[src/rtl/vga_fb_scanout_if.sv]
// Framebuffer read port between the scanout stage and its synchronous RAM.
// Latency: RAM returns fb_data MEM_LAT cycles after fb_en/fb_addr.
// Backpressure: none; the reader issues one read per active pixel cycle.
interface vga_fb_scanout_if #(
    parameter int ADDR_W = 16
) ();
    logic              fb_en;
    logic [ADDR_W-1:0] fb_addr;
    logic [11:0]       fb_data;

    // Scanout side issues reads and consumes data.
    modport master (
        output fb_en,
        output fb_addr,
        input  fb_data
    );

    // RAM side answers reads.
    modport slave (
        input  fb_en,
        input  fb_addr,
        output fb_data
    );
endinterface

[src/rtl/vga_fb_scanout.sv]
// Scaled, double-buffered framebuffer scanout behind the 800x600 VGA timing generator.
// Latency: fixed 2+MEM_LAT cycles from sx/sy/de/sync input to RGB/sync output.
// Backpressure: none; fully paced by the timing generator, one pixel per clock.
module vga_fb_scanout #(
    parameter int H_ACT    = 800,
    parameter int V_ACT    = 600,
    parameter int FB_W     = 200,
    parameter int FB_H     = 150,
    parameter int SCALE_SH = 2,
    parameter int ADDR_W   = 16,
    parameter int MEM_LAT  = 1
) (
    input  logic                    clk_pix,
    input  logic                    rst_pix,
    input  logic [9:0]              sx,
    input  logic [9:0]              sy,
    input  logic                    de,
    input  logic                    hsync,
    input  logic                    vsync,
    vga_fb_scanout_if.master        fb,
    input  logic                    swap_req,
    output logic                    swap_ack,
    output logic                    back_sel,
    output logic [3:0]              vga_r,
    output logic [3:0]              vga_g,
    output logic [3:0]              vga_b,
    output logic                    vga_hs,
    output logic                    vga_vs,
    output logic                    vga_de
);

    localparam int SCALE = 1 << SCALE_SH;
    localparam int LAT   = 2 + MEM_LAT;
    localparam int YW    = (SCALE_SH > 0) ? SCALE_SH : 1;

    localparam logic [ADDR_W-1:0] BASE_ONE  = ADDR_W'(FB_W * FB_H);
    localparam logic [ADDR_W-1:0] ROW_STEP  = ADDR_W'(FB_W);
    localparam logic [YW-1:0]     YSUB_LAST = YW'(SCALE - 1);
    localparam logic [9:0]        SY_LAST   = 10'(V_ACT - 1);

    typedef struct packed {
        logic hs;
        logic vs;
        logic de;
    } sync_t;

    typedef struct packed {
        logic [3:0] r;
        logic [3:0] g;
        logic [3:0] b;
    } rgb_t;

    localparam sync_t SYNC_IDLE = '{hs: 1'b1, vs: 1'b1, de: 1'b0};

    // Geometry must tile the active area exactly; catch bad parameter sets at elaboration.
    if (H_ACT != FB_W * SCALE) begin : g_bad_h_act
        $error("H_ACT must equal FB_W << SCALE_SH");
    end
    if (V_ACT != FB_H * SCALE) begin : g_bad_v_act
        $error("V_ACT must equal FB_H << SCALE_SH");
    end
    if (MEM_LAT < 1) begin : g_bad_mem_lat
        $error("MEM_LAT must be at least 1");
    end

    logic              de_q;
    logic [9:0]        sy_q;
    logic [ADDR_W-1:0] row_ptr;
    logic [YW-1:0]     ysub;
    logic              front_sel;
    logic              pending;
    sync_t             sync_pipe [LAT];
    rgb_t              rgb_q;

    logic line_end;
    logic frame_end;
    logic swap_now;
    logic next_front;

    // Line end is the falling edge of de; sy_q still holds the row that just finished.
    assign line_end   = de_q & ~de;
    assign frame_end  = line_end & (sy_q == SY_LAST);
    assign swap_now   = frame_end & (pending | swap_req);
    assign next_front = front_sel ^ swap_now;

    // Read request: one fb read per active pixel, address held through blanking.
    always_ff @(posedge clk_pix) begin
        if (rst_pix) begin
            fb.fb_en   <= 1'b0;
            fb.fb_addr <= '0;
        end else begin
            fb.fb_en <= de;
            if (de) begin
                fb.fb_addr <= row_ptr + ADDR_W'(sx >> SCALE_SH);
            end
        end
    end

    // Row pointer accumulator: advance one framebuffer row every SCALE lines, rewind at frame end.
    always_ff @(posedge clk_pix) begin
        if (rst_pix) begin
            de_q    <= 1'b0;
            sy_q    <= '0;
            row_ptr <= '0;
            ysub    <= '0;
        end else begin
            de_q <= de;
            sy_q <= sy;
            if (frame_end) begin
                row_ptr <= next_front ? BASE_ONE : '0;
                ysub    <= '0;
            end else if (line_end) begin
                if (ysub == YSUB_LAST) begin
                    row_ptr <= row_ptr + ROW_STEP;
                    ysub    <= '0;
                end else begin
                    ysub <= ysub + 1'b1;
                end
            end
        end
    end

    // Buffer swap: latch requests, apply only at frame end so a frame never tears.
    always_ff @(posedge clk_pix) begin
        if (rst_pix) begin
            front_sel <= 1'b0;
            pending   <= 1'b0;
            swap_ack  <= 1'b0;
        end else begin
            swap_ack <= swap_now;
            if (swap_now) begin
                front_sel <= ~front_sel;
                pending   <= 1'b0;
            end else if (swap_req) begin
                pending <= 1'b1;
            end
        end
    end

    // Sync/de delay line matching the read path so colour and sync leave together.
    always_ff @(posedge clk_pix) begin
        if (rst_pix) begin
            for (int i = 0; i < LAT; i++) begin
                sync_pipe[i] <= SYNC_IDLE;
            end
        end else begin
            sync_pipe[0] <= '{hs: hsync, vs: vsync, de: de};
            for (int i = 1; i < LAT; i++) begin
                sync_pipe[i] <= sync_pipe[i-1];
            end
        end
    end

    // Colour register: RAM data when the matching pixel was active, black in blanking.
    always_ff @(posedge clk_pix) begin
        if (rst_pix) begin
            rgb_q <= '0;
        end else begin
            rgb_q <= sync_pipe[MEM_LAT].de ? rgb_t'(fb.fb_data) : rgb_t'(12'h000);
        end
    end

    assign back_sel = ~front_sel;
    assign vga_r    = rgb_q.r;
    assign vga_g    = rgb_q.g;
    assign vga_b    = rgb_q.b;
    assign vga_hs   = sync_pipe[LAT-1].hs;
    assign vga_vs   = sync_pipe[LAT-1].vs;
    assign vga_de   = sync_pipe[LAT-1].de;

endmodule
[src/flat_wrapper.sv]
// flat-port wrapper written by rule: the top's interface ports become plain ports
module vga_fb_scanout_flat 
#(
    parameter int H_ACT    = 800,
    parameter int V_ACT    = 600,
    parameter int FB_W     = 200,
    parameter int FB_H     = 150,
    parameter int SCALE_SH = 2,
    parameter int ADDR_W   = 16,
    parameter int MEM_LAT  = 1
)
  (clk_pix, rst_pix, sx, sy, de, hsync, vsync, swap_req, swap_ack, back_sel, vga_r, vga_g, vga_b, vga_hs, vga_vs, vga_de, fb_fb_en, fb_fb_addr, fb_fb_data);
  vga_fb_scanout_if #(.ADDR_W(ADDR_W)) fb_i ();
  input  logic clk_pix;
  input  logic rst_pix;
  input  logic [9:0] sx;
  input  logic [9:0] sy;
  input  logic de;
  input  logic hsync;
  input  logic vsync;
  input  logic swap_req;
  output logic swap_ack;
  output logic back_sel;
  output logic [3:0] vga_r;
  output logic [3:0] vga_g;
  output logic [3:0] vga_b;
  output logic vga_hs;
  output logic vga_vs;
  output logic vga_de;
  output wire logic [$bits(fb_i.fb_en)-1:0] fb_fb_en;
  output wire logic [$bits(fb_i.fb_addr)-1:0] fb_fb_addr;
  input wire logic [$bits(fb_i.fb_data)-1:0] fb_fb_data;
  assign fb_fb_en = fb_i.fb_en;
  assign fb_fb_addr = fb_i.fb_addr;
  assign fb_i.fb_data = fb_fb_data;
  vga_fb_scanout #(.H_ACT(H_ACT), .V_ACT(V_ACT), .FB_W(FB_W), .FB_H(FB_H), .SCALE_SH(SCALE_SH), .ADDR_W(ADDR_W), .MEM_LAT(MEM_LAT)) u_core (.clk_pix(clk_pix), .rst_pix(rst_pix), .sx(sx), .sy(sy), .de(de), .hsync(hsync), .vsync(vsync), .fb(fb_i), .swap_req(swap_req), .swap_ack(swap_ack), .back_sel(back_sel), .vga_r(vga_r), .vga_g(vga_g), .vga_b(vga_b), .vga_hs(vga_hs), .vga_vs(vga_vs), .vga_de(vga_de));
endmodule
[config.mk]
export PLATFORM = sky130hd
export DESIGN_NAME = vga_fb_scanout_flat
export DESIGN_NICKNAME = d
export VERILOG_FILES = /design/src/rtl/vga_fb_scanout_if.sv /design/src/rtl/vga_fb_scanout.sv /design/src/flat_wrapper.sv
export SDC_FILE = /design/constraint.sdc
export NUM_CORES = 1
export LEC_CHECK = 0
export ABC_AREA = 1
export CAP_MARGIN = 5
export CORE_MARGIN = 4
export CORE_UTILIZATION = 52
export DETAILED_ROUTE_END_ITERATION = 16
export PLACE_DENSITY = 0.84
export SYNTH_ARGS = -nofsm -noshare
export SYNTH_HDL_FRONTEND = slang
export SYNTH_SLANG_ARGS = --single-unit
[constraint.sdc]
create_clock -name clk_pix -period 4.45 [get_ports clk_pix]
set_input_delay 0.89 -clock clk_pix [delete_from_list [all_inputs] [get_ports clk_pix]]
set_output_delay 0.89 -clock clk_pix [all_outputs]
set_load 0.01 [all_outputs]
# [After elaboration in Yosys (flattened, before gate mapping)]
# Memory sizes are Yosys's and may differ from the RTL's.
# Index checks and enable logic that the tools add are counted.
[classes] mul=0 div=0 n_shift=0 eq_ne=2 bitwise_logic=11 muxes=11 add_sub_neg=3 n_reduce_logical=6 magnitude_cmp=0
[ops] operator="two-way mux 16 bit" n=3
[ops] operator="adder 16 x 8 -> 16 bit" n=1
[ops] operator="adder 16 x 8 -> 16 bit (second input constant)" n=1
[ops] operator="two-way mux 15 bit" n=1
[ops] operator="== test 10 bit (second input constant)" n=1
[ops] operator="two-way mux 3 bit" n=3
[ops] operator="OR reduction 2 bit" n=3
[ops] operator="bitwise OR 1 bit" n=4
[ops] operator="nonzero test 2 bit" n=2
[ops] operator="bitwise AND 1 bit" n=3
[ops] operator="two-way mux 1 bit" n=3
[ops] operator="NOT 1 bit" n=3
[ops] operator="adder 2 x 1 -> 2 bit (second input constant)" n=1
[ops] operator="== test 2 bit (second input constant)" n=1
[ops] operator="two-way mux 2 bit" n=1
[ops] operator="AND reduction 2 bit" n=1
[ops] operator="bitwise XOR 1 bit" n=1
[word_totals] regBits=60 inputBits=38 ram_bits=9 wordCells=45 romBits=0 memories=1 output_inout_bits=34 latchBits=0
[mem_list] name="u_core.sync_pipe" depth=3 word_bits=3 read_ports=3 rd_clocked_by_memory_dff=0 write_ports=3 line="vga_fb_scanout.sv:72" source="sync_t sync_pipe [LAT];"

# [Longest topological paths before layout]
# Gate-level depths: netlist of the first run.
[depth] depth_word=7 ltp_mapped=11 ltp_nobuf=11

# [Least setup slack after synthesis of the first run]
# OpenSTA, ideal clock, no wires.
[synth_timing] path_kind="input-to-reg" from="input port sx[8]" to="register u_core.fb.fb_addr[15]" arrival_time_ps=1896 n_path_buf=0 setup_time_ps=115 path_stages=9 setup_slack_ps=2438 required_ps=4335 cell_sequence="ha_1 > a21oi_1 > nand2_1 > nand2_1 > nand2_1 > nand2_1 > nand2_1 > o21ai_0 > inv_1"
[synth_via] elab_chain_len=1
[synth_rtl] element="start, declared" line="flat_wrapper.sv:16" source="input logic [9:0] sx;"
[synth_rtl] element="adder 16 x 8 -> 16 bit" line="vga_fb_scanout.sv:94" source="fb.fb_addr <= row_ptr + ADDR_W'(sx >> SCALE_SH);"
[synth_rtl] element="end signal, assigned" line="vga_fb_scanout.sv:94"
[synth_rtl] element="end, declared" line="vga_fb_scanout_if.sv:14" source="output fb_addr,"
# No other way between the ends.
# A chain may end at the register's enable or synchronous reset.

# [Worst setup path after layout of the first run]
[layout_timing] from="input port de" to="register u_core.row_ptr[6]"
[layout_via] elab_chain_len=5 elab_cells_between_ends=7 classes_between="mux (1); bitwise (3); reduce/logical (3)"
[layout_rtl] element="start, declared" line="flat_wrapper.sv:18" source="input logic de;"
[layout_rtl] element="NOT 1 bit (*)" line="vga_fb_scanout.sv:81" source="assign line_end = de_q & ~de;"
[layout_rtl] element="bitwise AND 1 bit (*)" line="vga_fb_scanout.sv:81"
[layout_rtl] element="bitwise AND 1 bit" line="vga_fb_scanout.sv:82" source="assign frame_end = line_end & (sy_q == SY_LAST);"
[layout_rtl] element="nonzero test 2 bit (no line)"
[layout_rtl] element="AND reduction 2 bit (no line)"
[layout_rtl] element="end signal, assigned" line="vga_fb_scanout.sv:110" source="row_ptr <= next_front ? BASE_ONE : '0;"
[layout_rtl] element="end signal, assigned" line="vga_fb_scanout.sv:114" source="row_ptr <= row_ptr + ROW_STEP;"
[layout_rtl] element="end, declared" line="vga_fb_scanout.sv:68" source="logic [ADDR_W-1:0] row_ptr;"
# Mark *: on every way between the ends. The rest lies on a longest branch, timed or not.

==> results of run 1 <==
cells by family (layout without fill, tap and decap cells):
| kind of cell | after synthesis | after routing |
|---|---|---|
| and+or+nand+nor | 196 | 196 |
| DFF | 65 | 65 |
| adders and majority gates | 7 | 7 |
| AOI/OAI and AO/OA | 37 | 37 |
| buffers and inverters | 81 | 156 |
| xor gates and xnor gates | 7 | 7 |
cells in the mapped netlist:
| master | instances | area, µm² |
|---|---|---|
| xor2_1 | 7 | 61.31 |
| or2_2 | 8 | 50.05 |
| nand2_2 | 2 | 12.51 |
| a31oi_1 | 1 | 6.260 |
| nand2_1 | 75 | 281.5 |
| buf_6 | 1 | 11.26 |
| nor3_1 | 2 | 10.01 |
| o211a_1 | 1 | 10.01 |
| nand3b_1 | 2 | 15.01 |
| a21oi_1 | 10 | 50.05 |
| ha_1 | 7 | 87.58 |
| nor2_1 | 63 | 236.5 |
| buf_4 | 1 | 7.510 |
| nand3_1 | 36 | 180.2 |
| nor2_2 | 4 | 25.02 |
| a21boi_2 | 1 | 11.26 |
| dfxtp_1 | 65 | 1301 |
| clkbuf_1 | 8 | 30.03 |
| o21ai_1 | 1 | 5.000 |
| o21ai_0 | 22 | 110.1 |
| buf_2 | 1 | 5.000 |
| inv_2 | 1 | 3.750 |
| o211ai_1 | 1 | 7.510 |
| clkinv_1 | 1 | 3.750 |
| nand4_1 | 2 | 12.51 |
| inv_1 | 68 | 255.2 |
| nand3_2 | 2 | 20.02 |
cell usage in the layout, fill, tap and decap left out, drive strengths merged:
cell type       n
nand2          77
clkinvlp        2
inv            69
a21boi          1
o211a           1
nand3          38
clkbuf         10
nand3b          2
clkinv          4
or2             8
nor3            2
a21oi          10
o211ai          1
xor2            7
a31oi           1
dfxtp          65
clkdlybuf4s50  69
o21ai          23
ha              7
nor2           67
buf             2
nand4           2
metrics by stage:
step	hold slack, ps	setup slack, ps	utilization [%]
finish	409.5	1822	71.75
global route	426.9	1605	71.75
CTS	411.3	1825	71.75
detailed placement	397.1	1462	68.63
global placement	390.6	1503	68.63
floorplan	389.5	2438	-
power breakdown:
| group | internal (W) | switching [W] | total [W] |
|---|---|---|---|
| clock network | 0.000197 | 0.000219 | 0.000416 |
| logic | 0.0000596 | 0.0000454 | 0.000105 |
| registers | 0.000600 | 0.00000672 | 0.000607 |
routing by layer:
layer	share of wire, %	routed length, µm	vias to the layer above	GRT usage, %
li1	-	-	1342	-
met1	45	2877	1136	25.19
met2	46	2939	65	35.42
met3	6.0	379	12	4.167
met4	2.6	167	0	11.49
met5	0	0	-	0
flip-flops by register name, indices dropped and copies added (netlist names):
signal             count
u_core.pending         1
u_core.sync_pipe       9
u_core.ysub            2
u_core.front_sel       1
u_core.sy_q           10
u_core.vga_g           4
u_core.fb.fb_addr     16
u_core.swap_ack        1
u_core.row_ptr        13
u_core.vga_r           4
u_core.vga_b           4
path summary, 6_finish.rpt:
kind / from / end / slack (ps) / cells past startpoint
min reg2reg: u_core.sync_pipe[0][4] / u_core.sync_pipe[0][7] / 410 / 1
max: de / u_core.row_ptr[6] / 1820 / 10
max reg2reg: u_core.row_ptr[4] / u_core.fb.fb_addr[10] / 2820 / 10
min: u_core.sync_pipe[0][4] / u_core.sync_pipe[0][7] / 410 / 1
cell type report:
class | instances | area, µm²
tap | 70 | 87.58
clock buffer | 10 | 127.6
inverter | 70 | 262.8
fill | 392 | 1461
multi-input combinational | 247 | 1192
clock inverter | 5 | 33.78
sequential | 65 | 1301
timing repair buffer | 71 | 705.7
==> impl_metrics.py, run 1 <==
metrics = {
    "outcome": {
        "status": "finished, final reports clean",
    },
    "synthesis": {
        "synth_cell_types": 27,
        "yosys.area_share.simple_pct": 30.01,
        "seq_area_frac_synth_pct": 46.30,
        "synth_compound_area_share_pct": 7.124,
        "avgSynthCellArea_um2": 7.151,
        "synthXorXnorAreaFrac_pct": 2.182,
        "synth_top_family_by_area": "simple AND/OR/NAND/NOR gates",
        "netlist_instances": 393,
        "synth_mux_area_share_pct": 0,
        "syn_nets": 438,
        "ys_ff_latch": 65,
        "synth_area_mm2": 0.002810,
        "yosysWarnings": 0,
        "synthAdderAreaFrac_pct": 3.117,
    },
    "cts": {
        "clkTransAtPathRegs_ps": 70,
        "cts_resized": 0,
        "post_cts_buffers": 0,
        "cts.sinks": 65,
        "cts_htree_levels": 3,
        "clk_latency_ps": 340,
        "cts_buffers": 9,
        "root_buffer": "clkbuf_8",
        "clock_path_buffers": 2,
        "holdBufCountCts": 0,
        "cts_tree": "built",
    },
    "global_routing": {
        "grt_overflow": 0,
        "grt_first_pass_wirelength_um": 10520,
        "antenna_found_initial": 0,
        "grt_usage_pct": 21.08,
        "grt_pass1_vias": 2363,
        "grt_max_degree": 28,
    },
    "worst_setup_path": {
        "cp_slowest_cell": "clkdlybuf4s50_1",
        "crit_path_cell_trace": "clkdlybuf4s50_1, buf_4, inv_2, nand2_1, nor2_1, nand3_2, nand2_2, nand2_1, xor2_1, nor2_1",
        "critPathArrivalTime_ps": 2860,
        "cp_max_fo": 22,
        "cp_top_family": "simple AND/OR/NAND/NOR gates",
        "worstSetupStartpointType": "primary input",
        "cp_num_buf_inv": 3,
        "cp.required_ps": 4680,
        "worstSetupEndpointType": "register",
        "setup.worst_path.class": "in -> reg",
        "critPathMaxStageDelay_ps": 400,
    },
    "timing": {
        "max_freq_mhz": 380.4,
        "layout_min_cycle_time_ps": 2628,
        "min_period_over_period_pct": 59.07,
        "setup_violations": 0,
        "tns_ps": 0,
        "slew_violations": 0,
        "worst_pin_slew_ps": 637.5,
        "slew_headroom_pct": 57.45,
        "rsz0062_at_grt": "false",
        "skew_ps": 7.927,
        "finalHoldViolCount": 0,
    },
    "cells_and_area": {
        "syn2layout_area_growth_pct": 32.06,
        "fin_cells": 538,
        "layout-drive-gt1-share_pct": 7.265,
        "diodes": 0,
        "nets": 509,
        "fin_area_mm2": 0.003711,
    },
    "drt": {
        "drc": 0,
        "routed_wl_um": 6363,
        "drtIter0Drc": 69,
        "postRouteAntennaNets": 0,
        "viasPerCell": 4.749,
        "wl_per_cell_um": 11.83,
        "firstDrtPassIters": 4,
        "num_vias": 2555,
    },
    "floorplan": {
        "initial_core_util_pct": 54.33,
        "rows": 26,
        "die_area_mm2": 0.006645,
        "die_x_um": 81.52,
        "io_pins": 72,
        "die_h_um": 81.52,
        "core_area_mm2": 0.005172,
    },
    "power_and_ir_drop": {
        "ir_drop_v": 0.0002027,
        "p_per_area_mw_per_mm2": 304.0,
        "power.total_w": 0.001128,
        "leakagePower_nw": 1.807,
    },
    "flow_run": {
        "cap_viol_max_count": 0,
    },
    "place": {
        "place_congestion": 0.8868,
        "dpl-instance-area_mm2": 0.003550,
        "hpwlAfterDp_um": 4721,
        "place_inst": 523,
        "portBuffers": 69,
    },
    "min_path": {
        "min_path_type": "reg -> reg",
    },
}
Note: power is estimated with default switching activity, not from simulation.
==> inputs of run 2 (changes only) <==
--- a/config.mk
+++ b/config.mk
@@ -8,9 +8,9 @@
 export ABC_AREA = 1
 export CAP_MARGIN = 5
 export CORE_MARGIN = 4
-export CORE_UTILIZATION = 52
+export CORE_UTILIZATION = 44
 export DETAILED_ROUTE_END_ITERATION = 16
-export PLACE_DENSITY = 0.84
+export PLACE_DENSITY = 0.76
 export SYNTH_ARGS = -nofsm -noshare
 export SYNTH_HDL_FRONTEND = slang
 export SYNTH_SLANG_ARGS = --single-unit
==> constraint.sdc (replaced) <==
create_clock -name clk_pix -period 2.3 [get_ports clk_pix]
set_input_delay 0.46 -clock clk_pix [delete_from_list [all_inputs] [get_ports clk_pix]]
set_output_delay 0.46 -clock clk_pix [all_outputs]
set_load 0.01 [all_outputs]
==> run 2 against run 1 <==
  * Die area up 16%
  * Hold slack is essentially flat
  * Clock-buffer cell count stayed put
  * Setup slack got worse by 1300 ps
  * Global-route usage decreased by 3.8 points
  * Cell count up 1.7%
  * Power grew 100%
  * Combinational power increased by 94%
==> impl_metrics.py, run 2 (synthesized netlist as in run 1, its figures left out) <==
metrics = {
    "worst_setup_path": {
        "worstSetupEndpointType": "register",
        "cp_max_fo": 3,
        "worstSetupStartpointType": "primary input",
        "cp.required_ps": 2540,
        "setup.worst_path.class": "in -> reg",
        "critPathArrivalTime_ps": 2060,
    },
    "cts": {
        "post_cts_buffers": 0,
        "cts_resized": 0,
        "holdBufCountCts": 0,
        "clock_path_buffers": 2,
        "clk_latency_ps": 340,
        "cts_buffers": 9,
        "cts_tree": "built",
        "root_buffer": "clkbuf_8",
        "clkTransAtPathRegs_ps": 70,
        "cts_htree_levels": 3,
        "cts.sinks": 65,
    },
    "timing": {
        "skew_ps": 4.889,
        "max_freq_mhz": 549.8,
        "rsz0062_at_grt": "false",
        "slew_headroom_pct": 70.83,
        "layout_min_cycle_time_ps": 1819,
        "setup_violations": 0,
        "worst_pin_slew_ps": 436.5,
        "slew_violations": 0,
        "min_period_over_period_pct": 79.09,
        "finalHoldViolCount": 0,
        "tns_ps": 0,
    },
    "outcome": {
        "status": "finished, final reports clean",
    },
    "cells_and_area": {
        "diodes": 0,
        "fin_cells": 547,
        "layout_common_cells": "nand2_1 (75), clkdlybuf4s50_1 (69), inv_1 (68)",
        "reg_top3": "u_core.fb.fb_addr (16), u_core.row_ptr (13), u_core.sy_q (10)",
        "nets": 512,
        "syn2layout_area_growth_pct": 34.02,
        "layout-drive-gt1-share_pct": 8.263,
        "final_common_cell": "nand2_1",
        "largest_reg_flops": 16,
        "top_register": "u_core.fb.fb_addr",
        "fin_util_pct": 62.14,
    },
    "drt": {
        "num_vias": 2557,
        "firstDrtPassIters": 4,
        "drtIter0Drc": 110,
        "wl_per_cell_um": 11.29,
        "drc": 0,
        "viasPerCell": 4.675,
        "routed_wl_um": 6174,
        "postRouteAntennaNets": 0,
    },
    "floorplan": {
        "rows": 28,
        "core_area_mm2": 0.006061,
        "die_x_um": 87.92,
        "io_pins": 72,
        "die_area_mm2": 0.007729,
        "initial_core_util_pct": 46.37,
        "die_h_um": 87.92,
    },
    "power_and_ir_drop": {
        "leakagePower_nw": 1.832,
        "p_per_area_mw_per_mm2": 603.2,
        "power.total_w": 0.002272,
        "ir_drop_v": 0.0003795,
    },
    "place": {
        "place_congestion": 0.8634,
        "portBuffers": 69,
        "hpwlAfterDp_um": 4676,
        "place_inst": 531,
    },
    "global_routing": {
        "grt_pass1_vias": 2330,
        "grt_max_degree": 27,
        "grt_first_pass_wirelength_um": 10300,
        "grt_usage_pct": 17.29,
        "antenna_found_initial": 0,
        "grt_overflow": 0,
    },
    "flow_run": {
        "cap_viol_max_count": 0,
    },
    "min_path": {
        "min_path_type": "reg -> reg",
    },
}
## run 2: changes by cell type in the layout (fill, tap and decap cells not counted), sizes merged
| cell | before | now |
|---|---|---|
| inv | 69 | 72 |
| buf | 2 | 5 |
| clkinv | 4 | 2 |
## run 2: where the power goes
group	internal [W]	switching, W	total (W)
clock network	0.000432	0.000462	0.000894
registers	0.00116	0.0000125	0.00117
logic	0.000118	0.0000860	0.000204
## run 2: cell type report
type,count,area (µm²)
clock buffer,10,137.6
clock inverter,6,50.05
fill,533,2295
inverter,70,262.8
multi-input combinational,247,1192
sequential,65,1301
tap,75,93.84
timing repair buffer,74,728.2
## run 2: critical path, cell delays in order
cell	delay, ps
clkdlybuf4s50_1	420
ha_1	340
nand2_1	70
nand2_1	120
nand3_1	90
nand2_1	120
nand2_1	80
nand2_1	100
nand2_1	80
nand3_1	120
nand2_1	60
## run 2: worst paths after layout
path	to	cells after the start	slack (ps)	startpoint
max	u_core.fb.fb_addr[10]	11	480	sx[6]
min	u_core.sync_pipe[0][8]	1	410	u_core.sync_pipe[0][5]
max reg2reg	u_core.row_ptr[9]	6	640	u_core.row_ptr[3]
min reg2reg	u_core.sync_pipe[0][8]	1	410	u_core.sync_pipe[0][5]
## run 2: metrics by stage
step / cell area (µm²) / worst slack, ps / hold slack [ps]
global placement: 3578 / 163.4 / 392.8
CTS: 3766 / 504.1 / 410.6
floorplan: 2810 / 718.2 / 389.5
finish: 3766 / 481.0 / 409.7
global route: 3766 / 263.0 / 428.1
detailed placement: 3578 / 132.6 / 393.2
## run 2: routing by layer
| metal | wire [µm] | GRT usage, % | up-vias | share of wire (%) |
|---|---|---|---|---|
| li1 | - | - | 1354 | - |
| met1 | 2791 | 21.01 | 1129 | 45 |
| met2 | 2896 | 28.70 | 63 | 47 |
| met3 | 357 | 4.892 | 11 | 5.8 |
| met4 | 129 | 7.113 | 0 | 2.1 |
| met5 | 0 | 0 | - | 0 |
